**config.mk**
```make
export PLATFORM = sky130hd
export DESIGN_NAME = ascon_fsm_ctrl
export DESIGN_NICKNAME = d
export VERILOG_FILES = /design/src/rtl/ascon_pack.sv /design/src/rtl/ascon_fsm_ctrl_round_counter.sv /design/src/rtl/ascon_fsm_ctrl.sv
export SDC_FILE = /design/constraint.sdc
export NUM_CORES = 1
export LEC_CHECK = 0
export BUFFER_PORTS_ARGS = -buffer_cell sky130_fd_sc_hd__buf_4
export CORE_UTILIZATION = 55
export CTS_CLUSTER_SIZE = 40
export DETAILED_ROUTE_END_ITERATION = 6
export GPL_ROUTABILITY_DRIVEN = 0
export GPL_TIMING_DRIVEN = 0
export PLACE_DENSITY = 0.91
export SYNTH_ARGS = -nofsm -noshare
export SYNTH_HDL_FRONTEND = slang
export SYNTH_SLANG_ARGS = --single-unit
```
**constraint.sdc**
```tcl
create_clock -name clock_i -period 4 [get_ports clock_i]
set_input_delay 0.4 -clock clock_i [delete_from_list [all_inputs] [get_ports clock_i]]
set_output_delay 0.4 -clock clock_i [all_outputs]
set_load 0.02 [all_outputs]
```
**src/rtl/ascon_pack.sv**
```systemverilog
`default_nettype none
// ============================================================================
//  Module      : ascon_pack
//  Description : Shared types and constants for the Ascon permutation
//                controller (FSM state encoding and round index limits).
//  Revision    : 1.0 - initial release
// ============================================================================
package ascon_pack;

    // Controller state encoding
    typedef enum logic [3:0] {
        ST_IDLE    = 4'd0,
        ST_INIT    = 4'd1,
        ST_WAIT_AD = 4'd2,
        ST_AD      = 4'd3,
        ST_WAIT_PT = 4'd4,
        ST_PT      = 4'd5,
        ST_FINAL   = 4'd6,
        ST_TAG     = 4'd7,
        ST_DONE    = 4'd8
    } state_t;

    // Round index limits: 12-round permutation starts at 0, 6-round at 6
    localparam logic [3:0] ROUND_A_FIRST = 4'd0;
    localparam logic [3:0] ROUND_B_FIRST = 4'd6;
    localparam logic [3:0] ROUND_LAST    = 4'd11;

endpackage
`default_nettype wire

```
**src/rtl/ascon_fsm_ctrl_round_counter.sv**
```systemverilog
`default_nettype none
// ============================================================================
//  Module      : round_counter
//  Description : 4-bit constant-addition round index. Loads the first round
//                of a 12-round (a) or 6-round (b) permutation, otherwise
//                increments when enabled and holds when idle.
//  Revision    : 1.0 - initial release
// ============================================================================
module round_counter
    import ascon_pack::*;
(
    input  logic       clock_i,
    input  logic       reset_i,
    input  logic       en_i,
    input  logic       init_a_i,
    input  logic       init_b_i,
    output logic [3:0] round_o
);

    logic [3:0] r_round_q;
    logic [3:0] w_round_d;

    // Next round: loads take priority over the increment
    always_comb begin
        w_round_d = r_round_q;
        if (init_a_i) begin
            w_round_d = ROUND_A_FIRST;
        end else if (init_b_i) begin
            w_round_d = ROUND_B_FIRST;
        end else if (en_i) begin
            w_round_d = r_round_q + 4'd1;
        end
    end

    // Round register, cleared asynchronously
    always_ff @(posedge clock_i or posedge reset_i) begin
        if (reset_i) begin
            r_round_q <= ROUND_A_FIRST;
        end else begin
            r_round_q <= w_round_d;
        end
    end

    assign round_o = r_round_q;

endmodule
`default_nettype wire

```
**src/rtl/ascon_fsm_ctrl.sv**
```systemverilog
`default_nettype none
// ============================================================================
//  Module      : ascon_fsm_ctrl
//  Description : Moore controller sequencing the Ascon permutation datapath
//                through initialisation, one associated-data block,
//                NB_BLOCKS_g plaintext blocks, finalisation and tag output.
//  Revision    : 1.0 - initial release
// ============================================================================
module ascon_fsm_ctrl
    import ascon_pack::*;
#(
    parameter int NB_BLOCKS_g = 4
) (
    input  logic       clock_i,
    input  logic       reset_i,
    input  logic       start_i,
    input  logic       data_valid_i,
    output logic       sel_o,
    output logic       en_state_o,
    output logic       en_xor_data_o,
    output logic       en_xor_key_o,
    output logic       en_xor_key_final_o,
    output logic       en_xor_lsb_o,
    output logic       en_cipher_o,
    output logic       en_tag_o,
    output logic [3:0] round_o,
    output logic       cipher_valid_o,
    output logic       tag_valid_o,
    output logic       end_o
);

    // Index of the last plaintext block; that block is absorbed by FINAL
    localparam logic [3:0] c_BLK_LAST = 4'(NB_BLOCKS_g - 1);

    state_t     r_state_q;
    state_t     w_state_d;
    logic [3:0] r_blk_q;
    logic [3:0] w_blk_d;
    logic [3:0] w_round;
    logic       w_cnt_en;
    logic       w_init_a;
    logic       w_init_b;
    logic       w_last;

    assign w_last = (w_round == ROUND_LAST);

    round_counter u_round_counter (
        .clock_i  (clock_i),
        .reset_i  (reset_i),
        .en_i     (w_cnt_en),
        .init_a_i (w_init_a),
        .init_b_i (w_init_b),
        .round_o  (w_round)
    );

    // Next state, block count and round-counter control
    always_comb begin
        w_state_d = r_state_q;
        w_blk_d   = r_blk_q;
        w_cnt_en  = 1'b0;
        w_init_a  = 1'b0;
        w_init_b  = 1'b0;
        case (r_state_q)
            ST_IDLE, ST_DONE: begin
                if (start_i) begin
                    w_state_d = ST_INIT;
                    w_init_a  = 1'b1;
                    w_blk_d   = 4'd0;
                end
            end
            ST_INIT: begin
                if (w_last) w_state_d = ST_WAIT_AD;
                else        w_cnt_en  = 1'b1;
            end
            ST_WAIT_AD: begin
                if (data_valid_i) begin
                    w_state_d = ST_AD;
                    w_init_b  = 1'b1;
                end
            end
            ST_AD: begin
                if (w_last) w_state_d = ST_WAIT_PT;
                else        w_cnt_en  = 1'b1;
            end
            ST_WAIT_PT: begin
                if (data_valid_i) begin
                    if (r_blk_q < c_BLK_LAST) begin
                        w_state_d = ST_PT;
                        w_init_b  = 1'b1;
                    end else begin
                        w_state_d = ST_FINAL;
                        w_init_a  = 1'b1;
                    end
                end
            end
            ST_PT: begin
                if (w_last) begin
                    w_state_d = ST_WAIT_PT;
                    if (r_blk_q < c_BLK_LAST) w_blk_d = r_blk_q + 4'd1;
                end else begin
                    w_cnt_en = 1'b1;
                end
            end
            ST_FINAL: begin
                if (w_last) w_state_d = ST_TAG;
                else        w_cnt_en  = 1'b1;
            end
            ST_TAG: begin
                w_state_d = ST_DONE;
            end
            default: begin
                w_state_d = ST_IDLE;
            end
        endcase
    end

    // State and block-count registers, cleared asynchronously
    always_ff @(posedge clock_i or posedge reset_i) begin
        if (reset_i) begin
            r_state_q <= ST_IDLE;
            r_blk_q   <= 4'd0;
        end else begin
            r_state_q <= w_state_d;
            r_blk_q   <= w_blk_d;
        end
    end

    // Moore output decode from registered state and round index
    always_comb begin
        sel_o              = 1'b0;
        en_state_o         = 1'b0;
        en_xor_data_o      = 1'b0;
        en_xor_key_o       = 1'b0;
        en_xor_key_final_o = 1'b0;
        en_xor_lsb_o       = 1'b0;
        en_cipher_o        = 1'b0;
        en_tag_o           = 1'b0;
        cipher_valid_o     = 1'b0;
        tag_valid_o        = 1'b0;
        end_o              = 1'b0;
        case (r_state_q)
            ST_INIT: begin
                en_state_o         = 1'b1;
                sel_o              = (w_round != ROUND_A_FIRST);
                en_xor_key_final_o = w_last;
            end
            ST_AD: begin
                en_state_o    = 1'b1;
                sel_o         = 1'b1;
                en_xor_data_o = (w_round == ROUND_B_FIRST);
                en_xor_lsb_o  = w_last;
            end
            ST_PT: begin
                en_state_o     = 1'b1;
                sel_o          = 1'b1;
                en_xor_data_o  = (w_round == ROUND_B_FIRST);
                en_cipher_o    = (w_round == ROUND_B_FIRST);
                // cipher register was loaded on the previous round
                cipher_valid_o = (w_round == ROUND_B_FIRST + 4'd1);
            end
            ST_FINAL: begin
                en_state_o         = 1'b1;
                sel_o              = (w_round != ROUND_A_FIRST);
                en_xor_data_o      = (w_round == ROUND_A_FIRST);
                en_xor_key_o       = (w_round == ROUND_A_FIRST);
                en_cipher_o        = (w_round == ROUND_A_FIRST);
                en_xor_key_final_o = w_last;
                cipher_valid_o     = (w_round == ROUND_A_FIRST + 4'd1);
            end
            ST_TAG: begin
                en_tag_o = 1'b1;
            end
            ST_DONE: begin
                tag_valid_o = 1'b1;
                end_o       = 1'b1;
            end
            default: begin
            end
        endcase
    end

    assign round_o = w_round;

endmodule
`default_nettype wire

```
==> metrics.md, run 1 <==
| Metric | Value |
|---|---|
| Cell count after synthesis | between 100 and 150 |
| Final worst-path cycle share | 61.7% |
| Worst Tran Pin Value | between 0.7 and 0.8 ns |
| Critical Path Start | u_round_counter.round_o[0] |
| Critical Path Sink Type | output port |
| Area of the core | between 0.0015 and 0.002 sq mm |
| Layout Skew | 0.00823 ns |
| Root Buffer | clkbuf_4 |
| Vias in the first global route | slightly above 900 |
| Share of the synthesized area in the top cell type | ~29% |
| Tot GR Track Use | 28.8% |
| LEAKAGE | roughly 0.00055 uW |
| CTS tree | yes |
| Setup bufs post-CTS | 0 |
| Largest area contributor in the netlist | dfrtp_1 |
| Crit path setup slack, layout | about 1.5 ns |
| Dpl ws | around 1.9 ns |
| #FFs+latches synth | 12 |
| Clk network pwr share | 10.7% |
| Worst reg2reg startpoint | r_blk_q[0] |
| Initial antenna violation count | 0 |
| Final setup viols | 0 |
| Synth top area cells | dfrtp_1 (29%), ha_1 (4.9%), a21oi_1 (3.9%) |
| Maximum clock insertion buffer count | 2 |
| First-pass GRT wire length | ~4.3 mm |
| Top Usage Layer GRT | met2 |
| Maximum vdd drop | roughly 0.36 mV |
| Port-buffer cells | 18 |
| Vias | between 1000 and 1500 |
| Critical Setup Path Class | reg -> out |
| Total congestion overflow | 0 |
| Initial detailed-routing violation count | 59 |
| Sinks on Clock Net | 12 |
| Die width | around 45 um |
| # DRC | 0 |
| WL per Instance | around 16 um |
| Filler Cells Inserted | around 160 |
| CP max FO | 6 |
| Flop pwr share | between 20% and 30% |
| Top FF cell, synth | dfrtp_1 |
| Setup TNS | 0 ns |
| Minimum clock period after layout | roughly 2.5 ns |
| Startpoint types | register |
| CTS Hold Bufs | 0 |
| Net Switching | around 350 uW |
| Grt met3 use | under 10% |
| Outcome | completed |
| Initial core utilization | 58.9% |
| Final net count | ~150 |
| Number of flops mapped to enable cells by yosys | 0 |
| PwrDens | about 600 mW/mm^2 |
| WP data arrival | approximately 2.1 ns |
| Fmax achieved | approximately 0.41 GHz |
| Mean Syn Cell Area | slightly below 9 sq um |
| Clk_lat worst skew | ~0.28 ns |
| Sequential share of the synthesized area | between 20 and 30% |
| Vias per cell | about 6.2 |
| Final Hold Fails | 0 |
| P&R area growth vs syn | 18.4% |
| Max-cap violations | 0 |
| Sw Ratio | between 40% and 50% |
| Overall routed net length | around 2.5 mm |
| Fin. max-slew vios | 0 |
| Layout cells sized above 1 | between 20% and 30% |
| Drt pass-1 iters | 4 |
| CTS-repair resized insts | 0 |
| CP required | around 3.6 ns |
| H-tree depth | 1 |
| Mapped cell area | a little over 0.001 sq mm |
| Global routing usage on met2 | 46.7% |
| Clk pin slew, worst setup/hold paths | ~0.08 ns |
| Syn Nets | 125 |
| Async set-or-reset flop fraction in the synthesized netlist | 100% |
| Worst Hold Class | in -> async |
| Die Y | about 45 um |
| CTS Buf Count | 3 |
| Die area | slightly above 0.002 sq mm |
| DP HPWL | around 1.9 mm |
| Largest net degree at the start of global routing | 13 |
| Int Power | approximately 380 uW |
| Routed Antenna Nets | 0 |
| Antenna cells | 0 |
| Io pins | 19 |
| Comb power frac | 61.5% |
| Met1 usage | 39.2% |
| Yosys cell types | 46 |
| Slew HR | between 40% and 50% |
| RSZ-0062 raised after global routing | false |
| Yosys warning count | 0 |
| Rows | 15 |
## cell type report
type,instances,area (sq um),area share [%]
Sequential cell,12,300,24.7
Timing Repair Buffer,18,135,11.1
Inverter,6,22.5,1.85
Multi-Input combinational cell,90,649,53.3
Buffer,9,56.3,4.62
Clock buffer,3,22.5,1.85
Tap cell,25,31.3,2.57
## synth_stat cells, types with 2 or more instances
library cell / number
nor3_1: 7
buf_2: 3
ha_1: 4
nand2b_1: 3
nand3_1: 2
a21oi_1: 8
nor4_1: 2
nand2_1: 9
nand3b_1: 3
inv_1: 6
xnor2_1: 2
nor2b_1: 4
a211oi_1: 2
o31ai_1: 2
dfrtp_1: 12
a21o_1: 2
buf_6: 2
o21ai_0: 7
o21bai_1: 2
clkbuf_1: 3
nor2_1: 7
## flip-flops by register name (all words and copies together), names as in the netlist
register / cells
u_round_counter.round_o: 4
r_blk_q: 4
r_state_q: 4
## through the flow
step	hold slack [ns]	power, uW	cell area (sq um)	util, %	std cells
2_1_floorplan	0.265	519	1030	-	117
3_3_place_gp	0.429	623	1190	68.5	160
3_5_place_dp	0.440	644	1190	68.5	160
6_report	0.127	727	1220	69.7	163
4_1_cts	0.136	725	1220	69.7	163
5_1_grt	0.177	779	1220	69.7	163
## logic make-up after synthesis
kind of cell / Yosys count / share of synthesized area (%)
XOR/XNOR: 2 / 1.70
flip-flops: 12 / 29.2
buffers and inverters: 15 / 7.66
AO/OA/AOI/OAI: 36 / 27.1
multiplexers: 1 / 0.973
AND/OR/NAND/NOR: 47 / 28.5
adder cells (fa/ha/maj): 4 / 4.87
## cell usage in the layout, fill, tap and decap left out, types with 2 or more instances in the layout
cell      count
clkbuf_4      3
nand2_1       9
inv_1         6
a211oi_1      2
buf_4        19
buf_6         2
ha_1          4
a21oi_1       8
a21o_1        2
nand3b_1      3
nand2b_1      3
nor4_1        2
clkbuf_1      3
o21bai_1      2
nor2b_1       4
o21ai_0       7
nor3_1        7
o31ai_1       2
buf_2         3
nor2_1        7
dfrtp_1      12
xnor2_1       2
nand3_1       2
## critical path: stages, from the launching register on
cell and delay (ns):
dfrtp_1 0.46, inv_1 0.12, ha_1 0.14, or3b_2 0.51, o22ai_1 0.21, a21oi_1 0.10
nor2_1 0.11, buf_4 0.15
## final timing paths
path	cells after the start	to	slack, ns
worst max-delay path	7	en_xor_data_o	1.53
worst max register to register	5	u_round_counter.round_o[2]	1.97
min in group clock_i	1	r_blk_q[3]	0.51
max in group asynchronous	2	u_round_counter.round_o[2]	3.55
worst min-delay path	2	r_state_q[3]	0.13
worst min register to register	1	r_blk_q[3]	0.51
## power by group through the flow
stage	clock network (uW)	registers [uW]	logic [uW]
after floorplan	0	215	305
after global placement	0	203	421
after detailed placement	0	203	441
after CTS	78.4	202	444
after global routing	86.0	208	485
final	77.9	202	447
## per-layer routing
metal  part of all wire (%)  vias up
met1                     42      470
li1                       -      477
met5                      0        -
met4                    2.5        0
met3                    7.9       12
met2                     48       51
(Power assumes the default switching activity.)
==> inputs of run 2 (changes only) <==
- CORE_UTILIZATION: 55 -> 49
- PLACE_DENSITY: 0.91 -> 0.86
- clock period: 4 -> 2.2 ns (I/O delays scaled with it)
==> run 2 against run 1 <==
Die area is 12% higher. Largest cell class unchanged. Non-clock buffer count is 4 higher. Sequential power is 73% higher. Worst setup slack worse by 1.5 ns. Highest routed layer unchanged.
==> metrics.md, run 2 (synthesis gave the netlist of run 1 again) <==
| Metric | Value |
|---|---|
| Outcome | completed (unchanged) |
| Most common cell after layout, fill and taps aside | buf_4 (unchanged) |
| CP Buf/Inv Count | 2 (unchanged) |
| Final worst-path cycle share | 96.6% |
| Critical Path Start | u_round_counter.round_o[0] (unchanged) |
| Maximum vdd drop | 0.982 mV (was 0.365 mV) |
| Rows | 16 (was 15) |
| Sw Ratio | 46.8% (was 48.4%) |
| Worst reg2reg startpoint | u_round_counter.round_o[1] (was r_blk_q[0]) |
| Net Switching | 686 uW (was 352 uW) |
| H-tree depth | 1 (unchanged) |
| Die area | 0.00229 sq mm (was 0.00205 sq mm) |
| Flop pwr share | 23.8% (was 27.8%) |
| Placed cell area | 0.00120 sq mm (was 0.00119 sq mm) |
| Initial antenna violation count | 0 (unchanged) |
| Clk pin slew, worst setup/hold paths | 0.09 ns (was 0.08 ns) |
| Maximum clock insertion buffer count | 2 (unchanged) |
| Worst Tran Pin Value | 0.750 ns (was 0.756 ns) |
| Placed cell count | 162 (was 160) |
| First-pass GRT wire length | 4.28 mm (was 4.26 mm) |
| Overall routed net length | 2.93 mm (was 2.54 mm) |
| Largest net degree at the start of global routing | 13 (unchanged) |
| Design area | 0.00129 sq mm (was 0.00122 sq mm) |
| Crit path cell chain | inv_1 -> ha_1 -> or3b_4 -> o22ai_2 -> a21oi_1 -> nor2_1 -> buf_4 (was inv_1 -> ha_1 -> or3b_2 -> o22ai_1 -> a21oi_1 -> nor2_1 -> buf_4) |
| Delay-heaviest family, CP | simple AND/OR/NAND/NOR gates (unchanged) |
| R2R setup slack | 0.15 ns (was 1.97 ns) |
| CP max FO | 4 (was 6) |
| Cell at the slowest stage of the critical path | dfrtp_2 (was or3b_2) |
| Port-buffer cells | 18 (unchanged) |
| Initial detailed-routing violation count | 62 (was 59) |
| # DRC | 0 (unchanged) |
| Tot GR Track Use | 26.9% (was 28.8%) |
| Worst R2R End | u_round_counter.round_o[1] (was u_round_counter.round_o[2]) |
| Final setup viols | 0 (unchanged) |
| Root Buffer | clkbuf_4 (unchanged) |
| Total congestion overflow | 0 (unchanged) |
| Routed Antenna Nets | 0 (unchanged) |
| Drt pass-1 iters | 4 (unchanged) |
| WP data arrival | 1.90 ns (was 2.07 ns) |
| Max-cap violations | 0 (unchanged) |
| Reg2Reg Depth | 7 (was 5) |
| DP HPWL | 1.97 mm (was 1.89 mm) |
| CP required | 1.98 ns (was 3.60 ns) |
| P&R area growth vs syn | 25.2% (was 18.4%) |
| Vias per cell | 6.29 (was 6.20) |
| Slowest stage delay, CP | 0.42 ns (was 0.51 ns) |
| Initial core utilization | 52.4% (was 58.9%) |
| Fmax achieved | between 0.4 and 0.5 GHz |
| WL per Instance | 17.2 um (was 15.6 um) |
| Clk network pwr share | 12.9% (was 10.7%) |
| Int Power | 781 uW (was 375 uW) |
| CTS tree | yes (unchanged) |
| Critical Setup Path Class | reg -> out (unchanged) |
| Io pins | 19 (unchanged) |
| Clk_lat worst skew | 0.29 ns (was 0.28 ns) |
| Commonest cells after routing, fill and taps aside | buf_4 (23), nand2_1 (9), dfrtp_1 (9) (was buf_4 (19), dfrtp_1 (12), nand2_1 (9)) |
| Layout cells sized above 1 | 32.2% (was 26.1%) |
| Final Hold Fails | 0 (unchanged) |
| Vias | 1069 (was 1010) |
| LEAKAGE | 0.000582 uW (was 0.000554 uW) |
| Startpoint types | register (unchanged) |
| Antenna cells | 0 (unchanged) |
| Post-layout util | 65.6% (was 69.7%) |
| Critical Path Sink Type | output port (unchanged) |
| Comb power frac | 63.3% (was 61.5%) |
| Setup TNS | 0 ns (unchanged) |
| PwrDens | 1140 mW/mm^2 (was 597 mW/mm^2) |
| Slew HR | 49.6% (was 49.2%) |
| Crit path to | en_xor_data_o (unchanged) |
| Critical path depth in cells | 7 (unchanged) |
| Fin. max-slew vios | 0 (unchanged) |
| Die width | 47.8 um (was 45.2 um) |
| CTS Buf Count | 3 (unchanged) |
| Layout Skew | 0.0123 ns (was 0.00823 ns) |
| Minimum clock period after layout | around 2.1 ns |
| Die Y | 47.8 um (was 45.2 um) |
| RSZ-0062 raised after global routing | false (unchanged) |
| Fin cells | 170 (was 163) |
| Final net count | 152 (was 148) |
| Sinks on Clock Net | 12 (unchanged) |
| Vias in the first global route | 909 (was 916) |
| Area of the core | 0.00196 sq mm (was 0.00175 sq mm) |
| Worst Hold Class | in -> reg (was in -> async) |
[run 2: power groups by stage]
stage | clock [uW] | combinational, uW | sequential, uW
floorplan | 0 | 558 | 391
global placement | 0 | 774 | 368
detailed placement | 0 | 808 | 375
CTS | 188 | 897 | 352
global route | 194 | 996 | 353
finish | 189 | 929 | 349
[run 2: per-stage QoR]
stage	total power [uW]	hold slack, ns	worst slack [ns]
2_1_floorplan	948	0.0847	0.142
3_3_place_gp	1140	0.257	0.289
3_5_place_dp	1180	0.272	0.248
4_1_cts	1440	0.353	0.0406
5_1_grt	1540	0.364	0.0116
6_report	1470	0.356	0.0755
[run 2: what timing repair did]
action / in CTS / in global routing
setup buffers: 3 / 1
hold buffers: 1 / 0
endpoints found under the hold margin: 12 / 0
endpoints found under the setup margin: 2 / 2
gates resized for setup: 5 / 0
[run 2: how the worst min path moves through the flow]
| stage | from | to | slack [ns] | cells past startpoint |
|---|---|---|---|---|
| 2_1_floorplan | reset_i | r_blk_q[0] | 0.08 | 1 |
| 3_3_place_gp | reset_i | r_state_q[0] | 0.26 | 2 |
| 3_5_place_dp | reset_i | r_blk_q[0] | 0.27 | 2 |
| 4_1_cts | data_valid_i | u_round_counter.round_o[0] | 0.35 | 4 |
| 5_1_grt | start_i | r_blk_q[2] | 0.36 | 3 |
| 6_report | data_valid_i | u_round_counter.round_o[0] | 0.36 | 4 |
[run 2: cell type report]
| type | count | area (sq um) |
|---|---|---|
| timing repair buffer | 23 | 175 |
| multi-input combinational | 90 | 663 |
| buffer | 8 | 52.6 |
| fill | 174 | 674 |
| sequential | 12 | 304 |
| tap | 27 | 33.8 |
| inverter | 6 | 22.5 |
| clock buffer | 4 | 36.3 |
[run 2: worst register-to-register path: cells and delay by family (launching register included)]
kind	cells	cell delay, ns
compound gates	2	0.45
flops	1	0.42
buf+inv	2	0.29
fa+ha+maj	1	0.22
mux	1	0.29
simple gates	1	0.24
[run 2: routing by layer]
layer / vias to the layer above / GRT usage, % / share of wire, % / routed length (um)
li1: 482 / - / - / -
met3: 10 / 4.15 / 9.2 / 270
met5: - / 0 / 0 / 0
met4: 0 / 9.44 / 2.1 / 61
met1: 509 / 36.8 / 40 / 1180
met2: 68 / 43.0 / 48 / 1410
==> inputs of run 3 (changes only) <==
- BUFFER_PORTS_ARGS: -buffer_cell sky130_fd_sc_hd__buf_4 -> default
- CORE_UTILIZATION: 49 -> 55
- CTS_CLUSTER_SIZE: 40 -> default
- DONT_BUFFER_PORTS: default -> 1
- PLACE_DENSITY: 0.86 -> 0.85
==> run 3 against run 2 <==
Clock-buffer cell count unchanged. Critical endpoint is now en_cipher_o. Wire length is 5.6% lower. Clock power fell by 4%. Worst setup slack worse by 0.030 ns. Sequential share of layout area is 1.7 points higher. Non-clock buffer count is 20 lower. Combinational power shrank 15%. First-iteration DRC count down 18%. Sequential power is 21% higher.
==> metrics.md, run 3 (synthesis gave the netlist of run 1 again) <==
| Metric | Value |
|---|---|
| Sinks on Clock Net | 12 (unchanged) |
| CP required | 1.98 ns (about the same) |
| Root Buffer | clkbuf_4 (unchanged) |
| Final worst-path cycle share | 97.9% (was 96.6%) |
| WL per Instance | 18.6 um (was 17.2 um) |
| Crit path cell chain | inv_2 -> ha_4 -> or3b_4 -> nor3_4 -> o21bai_4 (was inv_1 -> ha_1 -> or3b_4 -> o22ai_2 -> a21oi_1 -> nor2_1 -> buf_4) |
| Worst Tran Pin Value | 0.792 ns (was 0.750 ns) |
| CTS Buf Count | 3 (unchanged) |
| Tot GR Track Use | 27.7% (was 26.9%) |
| WP data arrival | 1.93 ns (was 1.90 ns) |
| Final setup viols | 0 (unchanged) |
| PwrDens | 1160 mW/mm^2 (was 1140 mW/mm^2) |
| Layout cells sized above 1 | 28.5% (was 32.2%) |
| Initial core utilization | 58.9% (was 52.4%) |
| DP HPWL | 1.79 mm (was 1.97 mm) |
| Fin cells | 148 (was 170) |
| Post-layout util | 68.9% (was 65.6%) |
| CTS tree | yes (unchanged) |
| Routed Antenna Nets | 0 (unchanged) |
| Die area | 0.00205 sq mm (was 0.00229 sq mm) |
| Initial detailed-routing violation count | 51 (was 62) |
| P&R area growth vs syn | 16.9% (was 25.2%) |
| Total congestion overflow | 0 (unchanged) |
| Commonest cells after routing, fill and taps aside | nand2_1 (9), dfrtp_1 (9), a21oi_1 (7), o21ai_0 (7), nor2_1 (6) (was buf_4 (23), nand2_1 (9), dfrtp_1 (9)) |
| Max-cap violations | 0 (unchanged) |
| Placed cell count | 142 (was 162) |
| Reg2Reg Depth | 5 (was 7) |
| Startpoint types | register (unchanged) |
| Slew HR | 46.8% (was 49.6%) |
| Antenna cells | 0 (unchanged) |
| Vias in the first global route | 848 (was 909) |
| H-tree depth | 1 (unchanged) |
| Fmax achieved | 0.464 GHz (was 0.471 GHz) |
| Io pins | 19 (unchanged) |
| Hold depth | 2 (was 4) |
| Outcome | completed (unchanged) |
| Clk_lat worst skew | 0.29 ns (about the same) |
| WHS | 0.205 ns (was 0.356 ns) |
| Critical Path Sink Type | output port (unchanged) |
| Layout Skew | 0.00498 ns (was 0.0123 ns) |
| Maximum vdd drop | 0.874 mV (was 0.982 mV) |
| Dpl ws | -0.0102 ns (was 0.248 ns) |
| Maximum clock insertion buffer count | 2 (unchanged) |
| Clk pin slew, worst setup/hold paths | 0.08 ns (was 0.09 ns) |
| # DRC | 0 (unchanged) |
| Final Hold Fails | 0 (unchanged) |
| Rows | 15 (was 16) |
| Port-buffer cells | 0 (was 18) |
| Fin. max-slew vios | 0 (unchanged) |
| Area of the core | 0.00175 sq mm (was 0.00196 sq mm) |
| First-pass GRT wire length | 3.96 mm (was 4.28 mm) |
| Overall routed net length | 2.76 mm (was 2.93 mm) |
| Slowest stage delay, CP | 0.50 ns (was 0.42 ns) |
| Drt pass-1 iters | 4 (unchanged) |
| Vias per cell | 6.64 (was 6.29) |
| Die Y | 45.2 um (was 47.8 um) |
| Vias | 982 (was 1069) |
| Worst Hold Class | in -> reg (unchanged) |
| Initial antenna violation count | 0 (unchanged) |
| Die width | 45.2 um (was 47.8 um) |
| Setup TNS | 0 ns (unchanged) |
| Largest net degree at the start of global routing | 13 (unchanged) |
| Cell at the slowest stage of the critical path | dfrtp_2 (unchanged) |
| LEAKAGE | 0.000488 uW (was 0.000582 uW) |
| Final net count | 132 (was 152) |
| Critical Setup Path Class | reg -> out (unchanged) |
| CP max FO | 6 (was 4) |
| Minimum clock period after layout | 2.15 ns (was 2.12 ns) |
| Crit path setup slack, layout | 0.0459 ns (was 0.0755 ns) |
==> run 3: cell types whose count changed in the layout (fill, tap and decap cells not counted), sizes merged <==
cell / before / now
clkbuf: 6 / 7
buf: 28 / 7
==> run 3: report_power, final <==
| part | switching [uW] | internal (uW) | leakage [uW] | total, uW |
|---|---|---|---|---|
| sequential | 146 | 279 | 0.000156 | 424 |
| clock | 81.0 | 101 | 0.0000210 | 182 |
| combinational | 481 | 311 | 0.000311 | 793 |
| total | 708 | 691 | 0.000488 | 1400 |
==> run 3: worst max-delay path: cells and delay by family (launching register included) <==
kind                     cells  cell delay, ns
adder cells (fa/ha/maj)      1            0.12
AND/OR/NAND/NOR              2            0.68
flip-flops                   1            0.50
AO/OA/AOI/OAI                1            0.22
buffers and inverters        1            0.11
==> run 3: final timing paths <==
| path | from | slack, ns | end |
|---|---|---|---|
| min in group asynchronous | reset_i | 0.37 | r_blk_q[3] |
| max | u_round_counter.round_o[0] | 0.05 | en_cipher_o |
| min reg2reg | r_blk_q[2] | 0.51 | r_blk_q[2] |
| max in group asynchronous | reset_i | 1.49 | r_state_q[1] |
| min | start_i | 0.20 | r_blk_q[2] |
| max reg2reg | r_blk_q[0] | 0.13 | u_round_counter.round_o[2] |
==> run 3: repair_timing <==
item,4_1_cts,5_1_grt
buffers inserted,0,1
gates resized for setup,12,8
endpoints found under the hold margin,12,0
pin swaps,1,3
endpoints found under the setup margin,7,5
hold buffers,1,0
==> run 3: cell type report <==
cell class	instances	area, sq um
Buffer	9	56.3
Clock buffer	4	36.3
Fill cell	135	543
Inverter	6	22.5
Multi-Input combinational cell	90	734
Sequential cell	12	304
Tap cell	25	31.3
Timing Repair Buffer	2	17.5
==> run 3: routing by layer <==
layer	track usage (%)	vias to the layer above	part of all wire [%]
met5	0	-	0
met4	10.3	0	3.1
met3	8.80	12	9.6
met2	42.9	61	49
met1	36.1	468	38
li1	-	441	-
==> run 3: through the flow <==
stage          total power [uW]  cell area, sq um
3_3_place_gp               1050              1060
2_1_floorplan               948              1030
4_1_cts                    1320              1160
6_report                   1400              1200
3_5_place_dp               1090              1060
5_1_grt                    1480              1200
